<file path="src/rtl/qcw_wb_pkg.sv">
// Shared register map, STATUS bit positions and response codes for the QCW burst master.
package qcw_wb_pkg;

  localparam logic [31:0] OFS_PHASE_START = 32'h00;
  localparam logic [31:0] OFS_PHASE_STEP  = 32'h04;
  localparam logic [31:0] OFS_CYCLE_LIMIT = 32'h08;
  localparam logic [31:0] OFS_CONTROL     = 32'h0C;
  localparam logic [31:0] OFS_STATUS      = 32'h10;
  localparam logic [31:0] OFS_CURRENT     = 32'h14;

  localparam int unsigned STAT_DONE_BIT  = 0;
  localparam int unsigned STAT_FAULT_BIT = 1;

  localparam logic [2:0] RSP_OK         = 3'd0;
  localparam logic [2:0] RSP_FAULT      = 3'd1;
  localparam logic [2:0] RSP_BUS_TMO    = 3'd2;
  localparam logic [2:0] RSP_POLL_TMO   = 3'd3;
  localparam logic [2:0] RSP_VERIFY_ERR = 3'd4;

  typedef enum logic {PH_ARM, PH_DONE} poll_phase_e;

endpackage

</file>
<file path="src/rtl/wb_master_xact.sv">
// Single Wishbone transaction engine: ack timeout and post-cycle idle gap live here.
module wb_master_xact #(
  parameter int unsigned ACK_TIMEOUT = 255
)(
  input  logic        clk,
  input  logic        rst_n,
  input  logic        req,
  input  logic        we,
  input  logic [31:0] adr,
  input  logic [31:0] wdat,
  output logic        done,
  output logic        timeout,
  output logic [31:0] rdat,
  output logic [31:0] wbm_adr_o,
  output logic [31:0] wbm_dat_o,
  output logic [3:0]  wbm_sel_o,
  output logic        wbm_we_o,
  output logic        wbm_cyc_o,
  output logic        wbm_stb_o,
  input  logic        wbm_ack_i,
  input  logic [31:0] wbm_dat_i
);

  typedef enum logic [1:0] {X_IDLE, X_BUS, X_GAP} xact_state_e;

  xact_state_e x_state, x_next;
  logic [31:0] ack_cnt;
  logic        cyc_q, we_q;
  logic [31:0] adr_q, dat_q;
  logic        tmo_hit;

  // Ack takes priority over the timeout on the same clock.
  assign tmo_hit = (ack_cnt == 32'(ACK_TIMEOUT - 1));

  always_comb begin
    x_next = x_state;
    unique case (x_state)
      X_IDLE:  if (req) x_next = X_BUS;
      X_BUS:   if (wbm_ack_i || tmo_hit) x_next = X_GAP;
      X_GAP:   x_next = X_IDLE;
      default: x_next = X_IDLE;
    endcase
  end

  always_ff @(posedge clk or negedge rst_n) begin
    if (!rst_n) begin
      x_state <= X_IDLE;
      ack_cnt <= '0;
      cyc_q   <= 1'b0;
      we_q    <= 1'b0;
      adr_q   <= '0;
      dat_q   <= '0;
      done    <= 1'b0;
      timeout <= 1'b0;
      rdat    <= '0;
    end else begin
      x_state <= x_next;
      cyc_q   <= (x_next == X_BUS);
      done    <= (x_state == X_BUS) && wbm_ack_i;
      timeout <= (x_state == X_BUS) && !wbm_ack_i && tmo_hit;
      ack_cnt <= (x_state == X_BUS) ? ack_cnt + 32'd1 : '0;
      if (x_state == X_IDLE && req) begin
        adr_q <= adr;
        dat_q <= wdat;
        we_q  <= we;
      end
      if (x_state == X_BUS && wbm_ack_i) rdat <= wbm_dat_i;
    end
  end

  assign wbm_cyc_o = cyc_q;
  assign wbm_stb_o = cyc_q;
  assign wbm_we_o  = cyc_q & we_q;
  assign wbm_sel_o = cyc_q ? 4'hF : 4'h0;
  assign wbm_adr_o = adr_q;
  assign wbm_dat_o = dat_q;

endmodule

</file>
<file path="src/rtl/wb_qcw_burst_master.sv">
// Programs the QCW config registers, fires START once and polls STATUS to a result code.
// Build option WB_QCW_READBACK_EN adds a readback verify after each config write.
module wb_qcw_burst_master
  import qcw_wb_pkg::*;
#(
  parameter logic [31:0] TARGET_ADR    = 32'h1000000,
  parameter int unsigned POLL_INTERVAL = 1024,
  parameter int unsigned ACK_TIMEOUT   = 255,
  parameter int unsigned POLL_LIMIT    = 65535
)(
  input  logic        wb_clk_i,
  input  logic        wb_rst_n_i,
  output logic [31:0] wbm_adr_o,
  output logic [31:0] wbm_dat_o,
  output logic [3:0]  wbm_sel_o,
  output logic        wbm_we_o,
  output logic        wbm_cyc_o,
  output logic        wbm_stb_o,
  input  logic        wbm_ack_i,
  input  logic [31:0] wbm_dat_i,
  input  logic        cmd_valid_i,
  output logic        cmd_ready_o,
  input  logic [7:0]  cmd_phase_start_i,
  input  logic [15:0] cmd_phase_step_i,
  input  logic [15:0] cmd_cycle_limit_i,
  output logic        rsp_valid_o,
  output logic [2:0]  rsp_status_o,
  output logic [15:0] rsp_polls_o,
  output logic        busy_o
);

  typedef enum logic [3:0] {
    S_IDLE,
    S_WR_PSTART,
`ifdef WB_QCW_READBACK_EN
    S_RB_PSTART,
    S_RB_PSTEP,
    S_RB_CLIM,
`endif
    S_WR_PSTEP,
    S_WR_CLIM,
    S_WR_START,
    S_WAIT,
    S_RD_STAT,
    S_EVAL,
    S_RESP
  } state_e;

  state_e      state, next;
  logic [7:0]  ps_q;
  logic [15:0] step_q, lim_q;
  logic [1:0]  stat_q;
  poll_phase_e phase_q;
  logic [31:0] arm_cnt, done_cnt, wait_cnt;
  logic [2:0]  rsp_status_q;
  logic [15:0] rsp_polls_q;

  logic        x_req, x_we, x_done, x_timeout;
  logic [31:0] x_adr, x_wdat, x_rdat;
  logic        set_rsp, enter_done_phase;
  logic [2:0]  rsp_code;
  logic        accept;

  assign accept = (state == S_IDLE) && cmd_valid_i;

  wb_master_xact #(.ACK_TIMEOUT(ACK_TIMEOUT)) u_xact (
    .clk       (wb_clk_i),
    .rst_n     (wb_rst_n_i),
    .req       (x_req),
    .we        (x_we),
    .adr       (x_adr),
    .wdat      (x_wdat),
    .done      (x_done),
    .timeout   (x_timeout),
    .rdat      (x_rdat),
    .wbm_adr_o (wbm_adr_o),
    .wbm_dat_o (wbm_dat_o),
    .wbm_sel_o (wbm_sel_o),
    .wbm_we_o  (wbm_we_o),
    .wbm_cyc_o (wbm_cyc_o),
    .wbm_stb_o (wbm_stb_o),
    .wbm_ack_i (wbm_ack_i),
    .wbm_dat_i (wbm_dat_i)
  );

`ifdef WB_QCW_READBACK_EN
  logic [15:0] rdat_unused;
  assign rdat_unused = x_rdat[31:16];
`else
  logic [29:0] rdat_unused;
  assign rdat_unused = x_rdat[31:2];
`endif

  always_comb begin
    next             = state;
    x_req            = 1'b0;
    x_we             = 1'b0;
    x_adr            = TARGET_ADR;
    x_wdat           = '0;
    set_rsp          = 1'b0;
    rsp_code         = RSP_OK;
    enter_done_phase = 1'b0;
    unique case (state)
      S_IDLE: if (cmd_valid_i) next = S_WR_PSTART;
      S_WR_PSTART: begin
        x_req  = 1'b1;
        x_we   = 1'b1;
        x_adr  = TARGET_ADR + OFS_PHASE_START;
        x_wdat = {24'h0, ps_q};
        if (x_done) begin
`ifdef WB_QCW_READBACK_EN
          next = S_RB_PSTART;
`else
          next = S_WR_PSTEP;
`endif
        end
      end
`ifdef WB_QCW_READBACK_EN
      S_RB_PSTART: begin
        x_req = 1'b1;
        x_adr = TARGET_ADR + OFS_PHASE_START;
        if (x_done) begin
          if (x_rdat[7:0] != ps_q) begin
            next = S_RESP; set_rsp = 1'b1; rsp_code = RSP_VERIFY_ERR;
          end else next = S_WR_PSTEP;
        end
      end
      S_RB_PSTEP: begin
        x_req = 1'b1;
        x_adr = TARGET_ADR + OFS_PHASE_STEP;
        if (x_done) begin
          if (x_rdat[15:0] != step_q) begin
            next = S_RESP; set_rsp = 1'b1; rsp_code = RSP_VERIFY_ERR;
          end else next = S_WR_CLIM;
        end
      end
      S_RB_CLIM: begin
        x_req = 1'b1;
        x_adr = TARGET_ADR + OFS_CYCLE_LIMIT;
        if (x_done) begin
          if (x_rdat[15:0] != lim_q) begin
            next = S_RESP; set_rsp = 1'b1; rsp_code = RSP_VERIFY_ERR;
          end else next = S_WR_START;
        end
      end
`endif
      S_WR_PSTEP: begin
        x_req  = 1'b1;
        x_we   = 1'b1;
        x_adr  = TARGET_ADR + OFS_PHASE_STEP;
        x_wdat = {16'h0, step_q};
        if (x_done) begin
`ifdef WB_QCW_READBACK_EN
          next = S_RB_PSTEP;
`else
          next = S_WR_CLIM;
`endif
        end
      end
      S_WR_CLIM: begin
        x_req  = 1'b1;
        x_we   = 1'b1;
        x_adr  = TARGET_ADR + OFS_CYCLE_LIMIT;
        x_wdat = {16'h0, lim_q};
        if (x_done) begin
`ifdef WB_QCW_READBACK_EN
          next = S_RB_CLIM;
`else
          next = S_WR_START;
`endif
        end
      end
      S_WR_START: begin
        x_req  = 1'b1;
        x_we   = 1'b1;
        x_adr  = TARGET_ADR + OFS_CONTROL;
        x_wdat = 32'd1;
        if (x_done) next = S_WAIT;
      end
      S_WAIT: if (wait_cnt == 32'(POLL_INTERVAL - 1)) next = S_RD_STAT;
      S_RD_STAT: begin
        x_req = 1'b1;
        x_adr = TARGET_ADR + OFS_STATUS;
        if (x_done) next = S_EVAL;
      end
      S_EVAL: begin
        next = S_WAIT;
        if (stat_q[STAT_FAULT_BIT]) begin
          next = S_RESP; set_rsp = 1'b1; rsp_code = RSP_FAULT;
        end else if (phase_q == PH_ARM) begin
          if (!stat_q[STAT_DONE_BIT]) enter_done_phase = 1'b1;
          else if (arm_cnt == 32'(POLL_LIMIT)) begin
            next = S_RESP; set_rsp = 1'b1; rsp_code = RSP_POLL_TMO;
          end
        end else if (stat_q[STAT_DONE_BIT]) begin
          next = S_RESP; set_rsp = 1'b1; rsp_code = RSP_OK;
        end else if (done_cnt == 32'(POLL_LIMIT)) begin
          next = S_RESP; set_rsp = 1'b1; rsp_code = RSP_POLL_TMO;
        end
      end
      S_RESP:  next = S_IDLE;
      default: next = S_IDLE;
    endcase
    // The engine only pulses timeout in the clock after a cycle this state issued.
    if (x_timeout) begin
      next = S_RESP; set_rsp = 1'b1; rsp_code = RSP_BUS_TMO;
    end
  end

  always_ff @(posedge wb_clk_i or negedge wb_rst_n_i) begin
    if (!wb_rst_n_i) begin
      state        <= S_IDLE;
      ps_q         <= '0;
      step_q       <= '0;
      lim_q        <= '0;
      stat_q       <= '0;
      phase_q      <= PH_ARM;
      arm_cnt      <= '0;
      done_cnt     <= '0;
      wait_cnt     <= '0;
      rsp_status_q <= '0;
      rsp_polls_q  <= '0;
    end else begin
      state    <= next;
      wait_cnt <= (state == S_WAIT) ? wait_cnt + 32'd1 : '0;
      if (accept) begin
        ps_q     <= cmd_phase_start_i;
        step_q   <= cmd_phase_step_i;
        lim_q    <= cmd_cycle_limit_i;
        phase_q  <= PH_ARM;
        arm_cnt  <= '0;
        done_cnt <= '0;
      end
      if (state == S_RD_STAT && x_done) begin
        stat_q <= x_rdat[1:0];
        if (phase_q == PH_ARM) arm_cnt <= arm_cnt + 32'd1;
        else                   done_cnt <= done_cnt + 32'd1;
      end
      if (enter_done_phase) phase_q <= PH_DONE;
      if (set_rsp) begin
        rsp_status_q <= rsp_code;
        rsp_polls_q  <= (done_cnt > 32'h0000_FFFF) ? 16'hFFFF : done_cnt[15:0];
      end
    end
  end

  assign cmd_ready_o  = (state == S_IDLE);
  assign busy_o       = (state != S_IDLE);
  assign rsp_valid_o  = (state == S_RESP);
  assign rsp_status_o = rsp_status_q;
  assign rsp_polls_o  = rsp_polls_q;

endmodule

</file>
<file path="config.mk">
export PLATFORM = sky130hd
export DESIGN_NAME = wb_qcw_burst_master
export DESIGN_NICKNAME = d
export VERILOG_FILES = /design/src/rtl/qcw_wb_pkg.sv /design/src/rtl/wb_master_xact.sv /design/src/rtl/wb_qcw_burst_master.sv
export SDC_FILE = /design/constraint.sdc
export NUM_CORES = 1
export LEC_CHECK = 0
export BUFFER_PORTS_ARGS = -buffer_cell sky130_fd_sc_hd__buf_2
export CAP_MARGIN = 40
export CORE_MARGIN = 4
export CORE_UTILIZATION = 50
export CTS_CLUSTER_DIAMETER = 120
export DETAILED_ROUTE_END_ITERATION = 10
export GPL_ROUTABILITY_DRIVEN = 0
export PLACE_DENSITY_LB_ADDON = 0.05
export RECOVER_POWER = 50
export SLEW_MARGIN = 10
export SYNTH_ARGS = -nofsm -noshare
export SYNTH_HDL_FRONTEND = slang
export SYNTH_SLANG_ARGS = --single-unit
export TNS_END_PERCENT = 50
</file>
<file path="constraint.sdc">
create_clock -name wb_clk_i -period 2.5 [get_ports wb_clk_i]
set_input_delay 0.125 -clock wb_clk_i [delete_from_list [all_inputs] [get_ports wb_clk_i]]
set_output_delay 0.125 -clock wb_clk_i [all_outputs]
set_load 0.01 [all_outputs]
</file>
==> qor.yml, run 1 <==
job:
  maxCapViolCount: 1
power_and_ir_drop:
  leakagePower_uw: 0.005876
  peakVddDrop_mv: 0.3924
  power_density_nw_per_um2: 564.2
  total_power_uw: 7124
detailed_routing:
  vias: 8271
  drt_iter0_drc: 396
  drtPass1Iterations: 5
  final_antenna_net_count: 0
  routed_wirelength_um: 24340
  viasPerCell: 5.343
  drc: 0
  wl_per_cell_um: 15.72
timing:
  fin_crit_sh_pct: 89.27
  hold_viol_final: 0
  setup_violations: 0
  maxSlewViolCount: 73
  tns_ns: 0
  fin_crit_ns: 2.232
  slew_headroom_pct: -25.48
  max_freq_mhz: 448.1
  rsz0062_at_grt: "no"
  clock_skew_ns: 0.02711
  worst_slew_pin_slew_ns: 1.882
outcome:
  outcome: "finished, violations left"
  violations: "capacitance limit, slew limit"
floorplanning:
  die_w_um: 155.5
  die-area_um2: 24190
  die_h_um: 155.5
  fp.coreArea_um2: 21220
  io_pins: 169
  initial_core_util_pct: 51.29
  rows: 53
final_layout:
  final_cell_mix: "dfrtp_1 (221), nand2_1 (214), nor2_1 (89)"
  drive_gt1_share_pct: 12.10
  final_common_cell: "dfrtp_1"
  antenna_cells: 0
  nNetsFinal: 1337
  seq_area_um2: 5530
  fillers: 1891
  multiInputGateArea_um2: 4812
  area_delta_synth_final_pct: 16.04
cts:
  cts-root-buf: "clkbuf_16"
  cts_tree: "done"
  clk_pin_slew_ns: 0.06
  cts_setup_buffers: 0
  cts_buffers: 24
  insertion_delay_ns: 0.52
  clockBufferDepth: 3
  cts.sink_count: 221
  ctsResizeCount: 0
  cts_max_level: 1
grt:
  grt_first_pass_wirelength_um: 40810
  antenna_found_initial: 0
  grt_max_degree: 73
  grt_pass1_vias: 8043
  grt_usage_pct: 19.96
  grt_overflow: 0
synthesis:
  syn_area_um2: 10880
  synth_edf_count: 0
  ys.flop_type: "dfrtp_1"
  avgSynthCellArea_um2: 9.708
  synth_cell_types: 61
  synthArstFlopShare_pct: 100.0
  seq_area_frac_synth_pct: 50.82
  synth_warnings: 0
  ys_ff_latch: 221
  synth_cells: 1121
setup_path:
  critPathKind: "flop to flop"
  worstSetupStartpointType: "flop"
  crit_path_max_fanout: 16
  cp.arrival_ns: 2.67
  end_kind: "flop"
  cp_data_required_time_ns: 2.94
hold_path:
  hp-class: "input port to flop"
placed_design:
  hpwl_um: 16060
  portBuffers: 93
[power by group]
group	switching, uW	internal (uW)
Sequential	1.14	3580
Combinational	127	76.9
Clock	1410	1930
Total	1540	5580
[metal layers]
layer	global-route usage (%)	routed length (um)
met3	3.856	1192
met2	31.90	11140
met4	3.335	288
met5	0	0
met1	29.08	11720
[kinds of logic (layout without fill, tap and decap cells)]
group / count (synthesis) / count (layout) / share of synthesized area [%]
and+or+nand+nor: 526 / 526 / 24.32
DFF: 221 / 221 / 50.82
AOI/OAI and AO/OA: 128 / 128 / 8.117
buffers and inverters: 128 / 236 / 6.519
xor gates and xnor gates: 72 / 72 / 5.794
muxes: 40 / 40 / 3.828
adders and majority gates: 5 / 5 / 0.5748
other: 1 / 45 / 0.03446
[critical path: stages, from the launching register on]
cell and delay [ns]:
dfrtp_1 0.50, and4b_4 0.28, and3_4 0.18, a31o_4 0.25, o31ai_4 0.67, o22a_1 0.25
[Yosys cell counts, types with 4 or more instances]
master / number / share of area, %
dfrtp_1: 221 / 51
nand2_1: 215 / 7.4
nor2_1: 89 / 3.1
nand3_1: 52 / 2.4
buf_4: 51 / 3.5
o21ai_0: 42 / 1.9
xnor2_1: 38 / 3.1
nor4_1: 34 / 2.0
xor2_1: 34 / 2.7
nand4_1: 31 / 1.8
clkbuf_1: 29 / 1.0
mux2i_1: 27 / 2.5
inv_1: 25 / 0.86
nor3_1: 19 / 0.87
o31ai_1: 18 / 1.2
and3_1: 17 / 0.98
and4_1: 17 / 1.4
buf_2: 17 / 0.78
o211ai_1: 16 / 1.1
o22a_1: 16 / 1.3
mux2_2: 13 / 1.3
a21oi_1: 10 / 0.46
or3_1: 10 / 0.57
a22oi_1: 8 / 0.55
and2_1: 6 / 0.34
a31oi_1: 5 / 0.29
ha_1: 5 / 0.57
nand2b_1: 4 / 0.23
nor4_4: 4 / 0.78
[worst paths after layout]
check	start	endpoint	slack, ns	cells after the start
worst max-delay path	state[1]	rsp_polls_o[11]	0.27	5
worst min-delay path	cmd_valid_i	arm_cnt[13]	0.22	3
worst max register to register	state[1]	rsp_polls_o[11]	0.27	5
worst min register to register	lim_q[4]	lim_q[4]	0.47	2
max in group asynchronous	wb_rst_n_i	u_xact.ack_cnt[29]	0.48	3
min in group asynchronous	wb_rst_n_i	rsp_polls_o[10]	0.67	2
[registers in the layout, summed over array words and instances, names as in the netlist]
signal            flops
wait_cnt             32
u_xact.we_q           1
arm_cnt              32
rsp_status_o          2
u_xact.rdat           2
u_xact.timeout        1
u_xact.x_state        2
u_xact.ack_cnt       32
u_xact.wbm_cyc_o      1
phase_q               1
u_xact.done           1
u_xact.wbm_adr_o      4
stat_q                2
state                 4
u_xact.wbm_dat_o     16
rsp_polls_o          16
ps_q                  8
step_q               16
done_cnt             32
lim_q                16
[metrics by stage]
stage                     util [%]  instance area (um2)  setup WS, ns  hold slack (ns)  instances
after floorplan                  -                11050        0.4248          -0.1706       1165
after global placement       54.26                11510        0.3161           0.1316       1461
after detailed placement     54.26                11510        0.2964           0.1312       1461
after CTS                    59.82                12690        0.2575           0.1830       1548
after global routing         59.51                12630       0.09593           0.2320       1548
final                        59.51                12630        0.2683           0.2169       1548
[layout make-up]
type / instances / area share (%)
clock buffer: 38 / 5.568
inverter: 25 / 0.7431
tap: 275 / 2.725
timing repair buffer: 168 / 8.778
sequential: 221 / 43.79
clock inverter: 5 / 0.2873
multi-input combinational: 816 / 38.11
[what timing repair did]
action / in CTS / in global routing
setup endpoints to repair: 0 / 0
hold endpoints to repair: 115 / 0
hold buffers: 44 / 0
Power figures use the tool's default switching activity.
==> run 2: changes to the inputs <==
- ABC_AREA: default -> 1
- CTS_CLUSTER_SIZE: default -> 14
- RECOVER_POWER: 50 -> default
==> qor.yml, run 2 <==
final_layout:
  drive_gt1_share_pct: 10.28  # -1.8 points
  final_core_util_pct: 58.09  # -1.4 points
  nNetsFinal: 1823  # +36%
  area_delta_synth_final_pct: 14.09
  final_cell_mix: "nand2_1 (457), dfrtp_1 (221), nor2_1 (191)"
  final_common_cell: "nand2_1"
  fin_area_um2: 13630  # +8.0%
synthesis:
  yosys.area.top_type_share_pct: 46.28  # -4.5 points
  synth_xor_area_share_pct: 2.345  # -3.4 points
  syn_area_um2: 11950  # +9.8%
  ys_ff_latch: 221  # unchanged
  synth_fa_ha_area_share_pct: 0.5235  # -0.051 points
  synth_area_leaders: "dfrtp_1 (46%), nand2_1 (14%), nor2_1 (6.0%), nand3_1 (5.3%), inv_1 (5.2%)"
  muxShareOfSynthArea_pct: 0.2513  # -3.6 points
  synth_cell_types: 45  # -26%
  yosys-top-cells-count: "nand2_1 (458), dfrtp_1 (221), nor2_1 (191), inv_1 (164), nand3_1 (126)"
  synth_edf_count: 0  # unchanged
  yosysMostFrequentCell: "nand2_1"
  yosys.area_share.simple_pct: 34.15  # +9.8 points
  synth_area_leader_cell: "dfrtp_1"
  avgSynthCellArea_um2: 7.446  # -23%
  synth_top_family_by_area: "simple AND/OR/NAND/NOR gates"
  synthArstFlopShare_pct: 100.0  # unchanged
  synth_cells: 1605  # +43%
  synth_warnings: 0  # unchanged
  synth_compound_area_share_pct: 6.345  # -1.8 points
  seq_area_frac_synth_pct: 46.28  # -4.5 points
  ys.flop_type: "dfrtp_1"
timing:
  hold_viol_final: 0  # unchanged
  maxSlewViolCount: 0  # -100%
  setup_ws_ns: 0.4100  # +0.1417 ns
  setup_violations: 0  # unchanged
  tns_ns: 0  # unchanged
  worst_slew_pin_slew_ns: 0.7190  # -1.163 ns
  rsz0062_at_grt: "no"
  slew_headroom_pct: 51.63  # +77 points
  fin_crit_ns: 2.090  # -0.1417 ns
  fin_crit_sh_pct: 83.60  # -5.7 points
  max_freq_mhz: 478.5  # +6.8%
  clock_skew_ns: 0.01760  # -0.009510 ns
floorplanning:
  io_pins: 169  # unchanged
  fp.coreArea_um2: 23470  # +11%
  rows: 56  # +5.7%
  die_h_um: 162.6  # +4.5%
  die_w_um: 162.6  # +4.5%
  die-area_um2: 26440  # +9.3%
  initial_core_util_pct: 50.91  # -0.37 points
setup_path:
  slowest_stage: "dfrtp_1"
  cp_slowest_stage_delay_ns: 0.38  # -0.29 ns
  r2r_slack_ns: 0.41  # +0.14 ns
  worstReg2RegStart: "arm_cnt[1]"
  end_kind: "flop"
  critPathKind: "flop to flop"
  cp_data_required_time_ns: 2.93  # about the same
  cp.arrival_ns: 2.52  # -0.15 ns
  path_cells: "ha_1, nand2_1, nor2_1, nand2_1, inv_1, nand2_1, nor2_1, nor2_1, nand2_2, nand2_4, nand2_8, nand2_1, nand2_1"
  cp_common_cell: "nand2_1"
  cp-startpoint: "arm_cnt[1]"
  crit_path_max_fanout: 19  # +3
  worstSetupStartpointType: "flop"
detailed_routing:
  drt_iter0_drc: 772  # +95%
  routed_wirelength_um: 30890  # +27%
  drc: 0  # unchanged
  drtPass1Iterations: 5  # unchanged
  vias: 10550  # +28%
  final_antenna_net_count: 0  # unchanged
  viasPerCell: 5.115  # -4.3%
  wl_per_cell_um: 14.98  # -4.7%
cts:
  ctsResizeCount: 0  # unchanged
  cts_tree: "done"
  cts-root-buf: "clkbuf_16"
  cts_buffers: 19  # -21%
  insertion_delay_ns: 0.50  # -0.02 ns
  clockBufferDepth: 3  # unchanged
  cts_max_level: 1  # unchanged
  cts.sink_count: 221  # unchanged
  clk_pin_slew_ns: 0.07  # about the same
outcome:
  outcome: "finished, final reports clean"
grt:
  grt_first_pass_wirelength_um: 51690  # +27%
  grt_pass1_vias: 10260  # +28%
  grt_usage_pct: 23.66  # +3.7 points
  antenna_found_initial: 2  # +2
  grt_overflow: 0  # unchanged
  grt_max_degree: 70  # -4.1%
power_and_ir_drop:
  leakagePower_uw: 0.006562  # +12%
  peakVddDrop_mv: 0.5074  # +29%
  power_density_nw_per_um2: 746.7  # +32%
  total_power_uw: 10180  # +43%
placed_design:
  portBuffers: 93  # unchanged
  hpwl_um: 22200  # +38%
  placed_area_um2: 12680  # +10%
  pre_cts_slack_ns: 0.4452  # +0.1488 ns
job:
  maxCapViolCount: 0  # -1
hold_path:
  hp-class: "input port to asynchronous set/reset pin"
-- run 2: area by class of cell --
class | count | area (um2)
fill | 2219 | 9838
inverter | 172 | 645.6
clock inverter | 2 | 13.76
timing repair buffer | 161 | 1184
multi-input combinational | 1167 | 5384
clock buffer | 19 | 475.5
tap | 319 | 399.1
sequential | 221 | 5530
antenna | 1 | 2.502
-- run 2: where the power goes --
group | total [uW] | switching [uW] | leakage [uW] | internal [uW]
sequential | 4600 | 374 | 0.00295 | 4230
combinational | 2960 | 1960 | 0.00337 | 996
clock | 2620 | 1270 | 0.000243 | 1350
total | 10200 | 3600 | 0.00656 | 6580
-- run 2: critical path, delay by kind of cell, from the launching register on --
kind / cells / cell delay (ns)
adder cells (fa/ha/maj): 1 / 0.17
buffers and inverters: 1 / 0.11
flip-flops: 1 / 0.38
AND/OR/NAND/NOR: 11 / 1.33
-- run 2: kinds of logic after synthesis --
group,Yosys count
multiplexers,3
buffers and inverters,261
flip-flops,221
other,1
XOR/XNOR,32
AO/OA/AOI/OAI,145
adder cells (fa/ha/maj),5
AND/OR/NAND/NOR,937
-- run 2: path summary, 6_finish.rpt --
path                                       end  depth (start not counted)
worst max register to register  rsp_polls_o[5]                         13
worst min-delay path              done_cnt[21]                          2
max in group asynchronous             lim_q[0]                          3
worst max-delay path            rsp_polls_o[5]                         13
min in group wb_clk_i                 state[2]                          6
worst min register to register     wait_cnt[0]                          1
-- run 2: metrics by stage --
step | cells | hold slack (ns)
finish | 2062 | 0.1777
global route | 2062 | 0.2440
CTS | 2061 | 0.1848
detailed placement | 1994 | 0.1306
global placement | 1993 | 0.1330
floorplan | 1649 | -0.1706
-- run 2: what timing repair did --
action                    CTS  global route
setup buffers               0             0
hold endpoints to repair  111             0
hold buffers               46             0
-- run 2: per-layer routing --
layer | wire, um | GRT usage [%]
met5 | 13 | 0
met1 | 13940 | 31.87
met4 | 1026 | 7.472
met2 | 14540 | 39.71
met3 | 1363 | 3.543
==> run 3: changes to the inputs <==
- clock period: 2.5 -> 1.92 ns (I/O delays scaled with it)
==> qor.yml, run 3 (synthesis results as in run 2) <==
setup_path:
  crit_path_max_fanout: 6  # -13
  cp_top_family: "simple AND/OR/NAND/NOR gates"
  path_cells: "nor2_1, inv_1, nor3_1, buf_2"
  slowest_stage: "dfrtp_2"
  cp_data_required_time_ns: 1.82  # -1.11 ns
  cp.arrival_ns: 1.70  # -0.82 ns
  worstSetupStartpointType: "flop"
  cp_num_buf_inv: 2  # +1
  end_kind: "primary output"
  cp_slowest_stage_delay_ns: 0.44  # +0.06 ns
  critPathKind: "flop to primary output"
timing:
  maxSlewViolCount: 0  # unchanged
  fin_crit_ns: 1.795
  holdWs_ns: 0.1148  # -0.06283 ns
  max_freq_mhz: 557.1
  tns_ns: 0  # unchanged
  clock_skew_ns: 0.01850  # +0.0009026 ns
  setup_violations: 0  # unchanged
  rsz0062_at_grt: "yes"
  hold_viol_final: 0  # unchanged
  fin_crit_sh_pct: 93.49
grt:
  grt_pass1_vias: 10490  # +2.3%
  antenna_found_initial: 1  # -1
  grt_overflow: 0  # unchanged
  grt_first_pass_wirelength_um: 51970  # +0.55%
  grt_max_degree: 56  # -20%
  grt_usage_pct: 23.73  # +0.073 points
power_and_ir_drop:
  peakVddDrop_mv: 0.6121  # +21%
  leakagePower_uw: 0.006853  # +4.4%
  total_power_uw: 13480  # +32%
  power_density_nw_per_um2: 950.5  # +27%
detailed_routing:
  drc: 0  # unchanged
  drtPass1Iterations: 5  # unchanged
  routed_wirelength_um: 31180  # +0.94%
  wl_per_cell_um: 14.69  # -1.9%
  viasPerCell: 5.127  # +0.23%
  drt_iter0_drc: 644  # -17%
  final_antenna_net_count: 0  # unchanged
  vias: 10880  # +3.1%
floorplanning:
  initial_core_util_pct: 50.91  # unchanged
  fp.coreArea_um2: 23470  # unchanged
  die_w_um: 162.6  # unchanged
  die-area_um2: 26440  # unchanged
  die_h_um: 162.6  # unchanged
  io_pins: 169  # unchanged
  rows: 56  # unchanged
final_layout:
  final_core_util_pct: 60.42  # +2.3 points
  fillers: 2199  # -0.90%
  drive_gt1_share_pct: 14.76  # +4.5 points
  final_cell_mix: "nand2_1 (453), dfrtp_1 (219), nor2_1 (181)"
  final_common_cell: "nand2_1"
  nNetsFinal: 1883  # +3.3%
  fin_area_um2: 14180  # +4.0%
  area_delta_synth_final_pct: 18.67
cts:
  cts-root-buf: "clkbuf_16"
  clockBufferDepth: 3  # unchanged
  cts_max_level: 1  # unchanged
  clk_pin_slew_ns: 0.07  # about the same
  cts_tree: "done"
  cts_buffers: 19  # unchanged
  insertion_delay_ns: 0.51  # about the same
  cts.sink_count: 221  # unchanged
placed_design:
  hpwl_um: 22880  # +3.1%
  placed_area_um2: 13050  # +2.9%
  portBuffers: 93  # unchanged
outcome:
  outcome: "finished, final reports clean"
job:
  maxCapViolCount: 0  # unchanged
hold_path:
  hp-class: "input port to asynchronous set/reset pin"
[run 3: cell count changes in the layout (fill, tap and decap cells not counted), moves of 4 or more]
cell     delta
buf_4      +59
nor2_1     -10
nor2_2      +6
nand2_1     -4
nand2_2     +4
nor2_4      +4
[run 3: area by class of cell]
type / instances / area [um2] / share of cell area (%)
Antenna cell: 1 / 2.502 / 0.01765
Clock buffer: 19 / 475.5 / 3.353
Clock inverter: 2 / 13.76 / 0.09705
Inverter: 172 / 645.6 / 4.553
Multi-Input combinational cell: 1167 / 5499 / 38.78
Sequential cell: 221 / 5533 / 39.02
Tap cell: 319 / 399.1 / 2.815
Timing Repair Buffer: 221 / 1613 / 11.37
[run 3: power by group]
group	switching, uW	total [uW]	internal [uW]
clock	1680	3440	1760
sequential	471	5980	5510
combinational	2620	4060	1440
total	4770	13500	8710
[run 3: final timing paths]
check	from	endpoint	slack (ns)	cells after the start
worst max-delay path	state[0]	rsp_valid_o	0.12	4
worst min-delay path	wb_rst_n_i	done_cnt[22]	0.11	2
worst max register to register	arm_cnt[1]	rsp_polls_o[3]	0.12	13
worst min register to register	wait_cnt[0]	wait_cnt[0]	0.47	1
max in group asynchronous	wb_rst_n_i	ps_q[4]	1.12	3
min in group wb_clk_i	cmd_valid_i	phase_q	0.14	4
[run 3: layer usage]
layer | track usage [%] | routed length [um] | vias to the layer above
met5 | 0 | 0 | -
met4 | 7.205 | 992 | 0
met3 | 2.607 | 1548 | 58
met2 | 39.41 | 14580 | 283
met1 | 33.08 | 14060 | 5094
li1 | - | - | 5445
[run 3: repair_timing]
action                                  CTS  global route
gates resized for setup                   0            36
setup buffers                             0             5
hold endpoints to repair                268             0
endpoints found under the setup margin    0            58
hold buffers                             46             0
[run 3: through the flow]
step | worst slack [ns] | instances
after global routing | -0.02114 | 2122
final | 0.1249 | 2122
after detailed placement | 0.04238 | 2049
after floorplan | 0.1412 | 1649
after CTS | 0.02351 | 2116
after global placement | 0.04566 | 2049
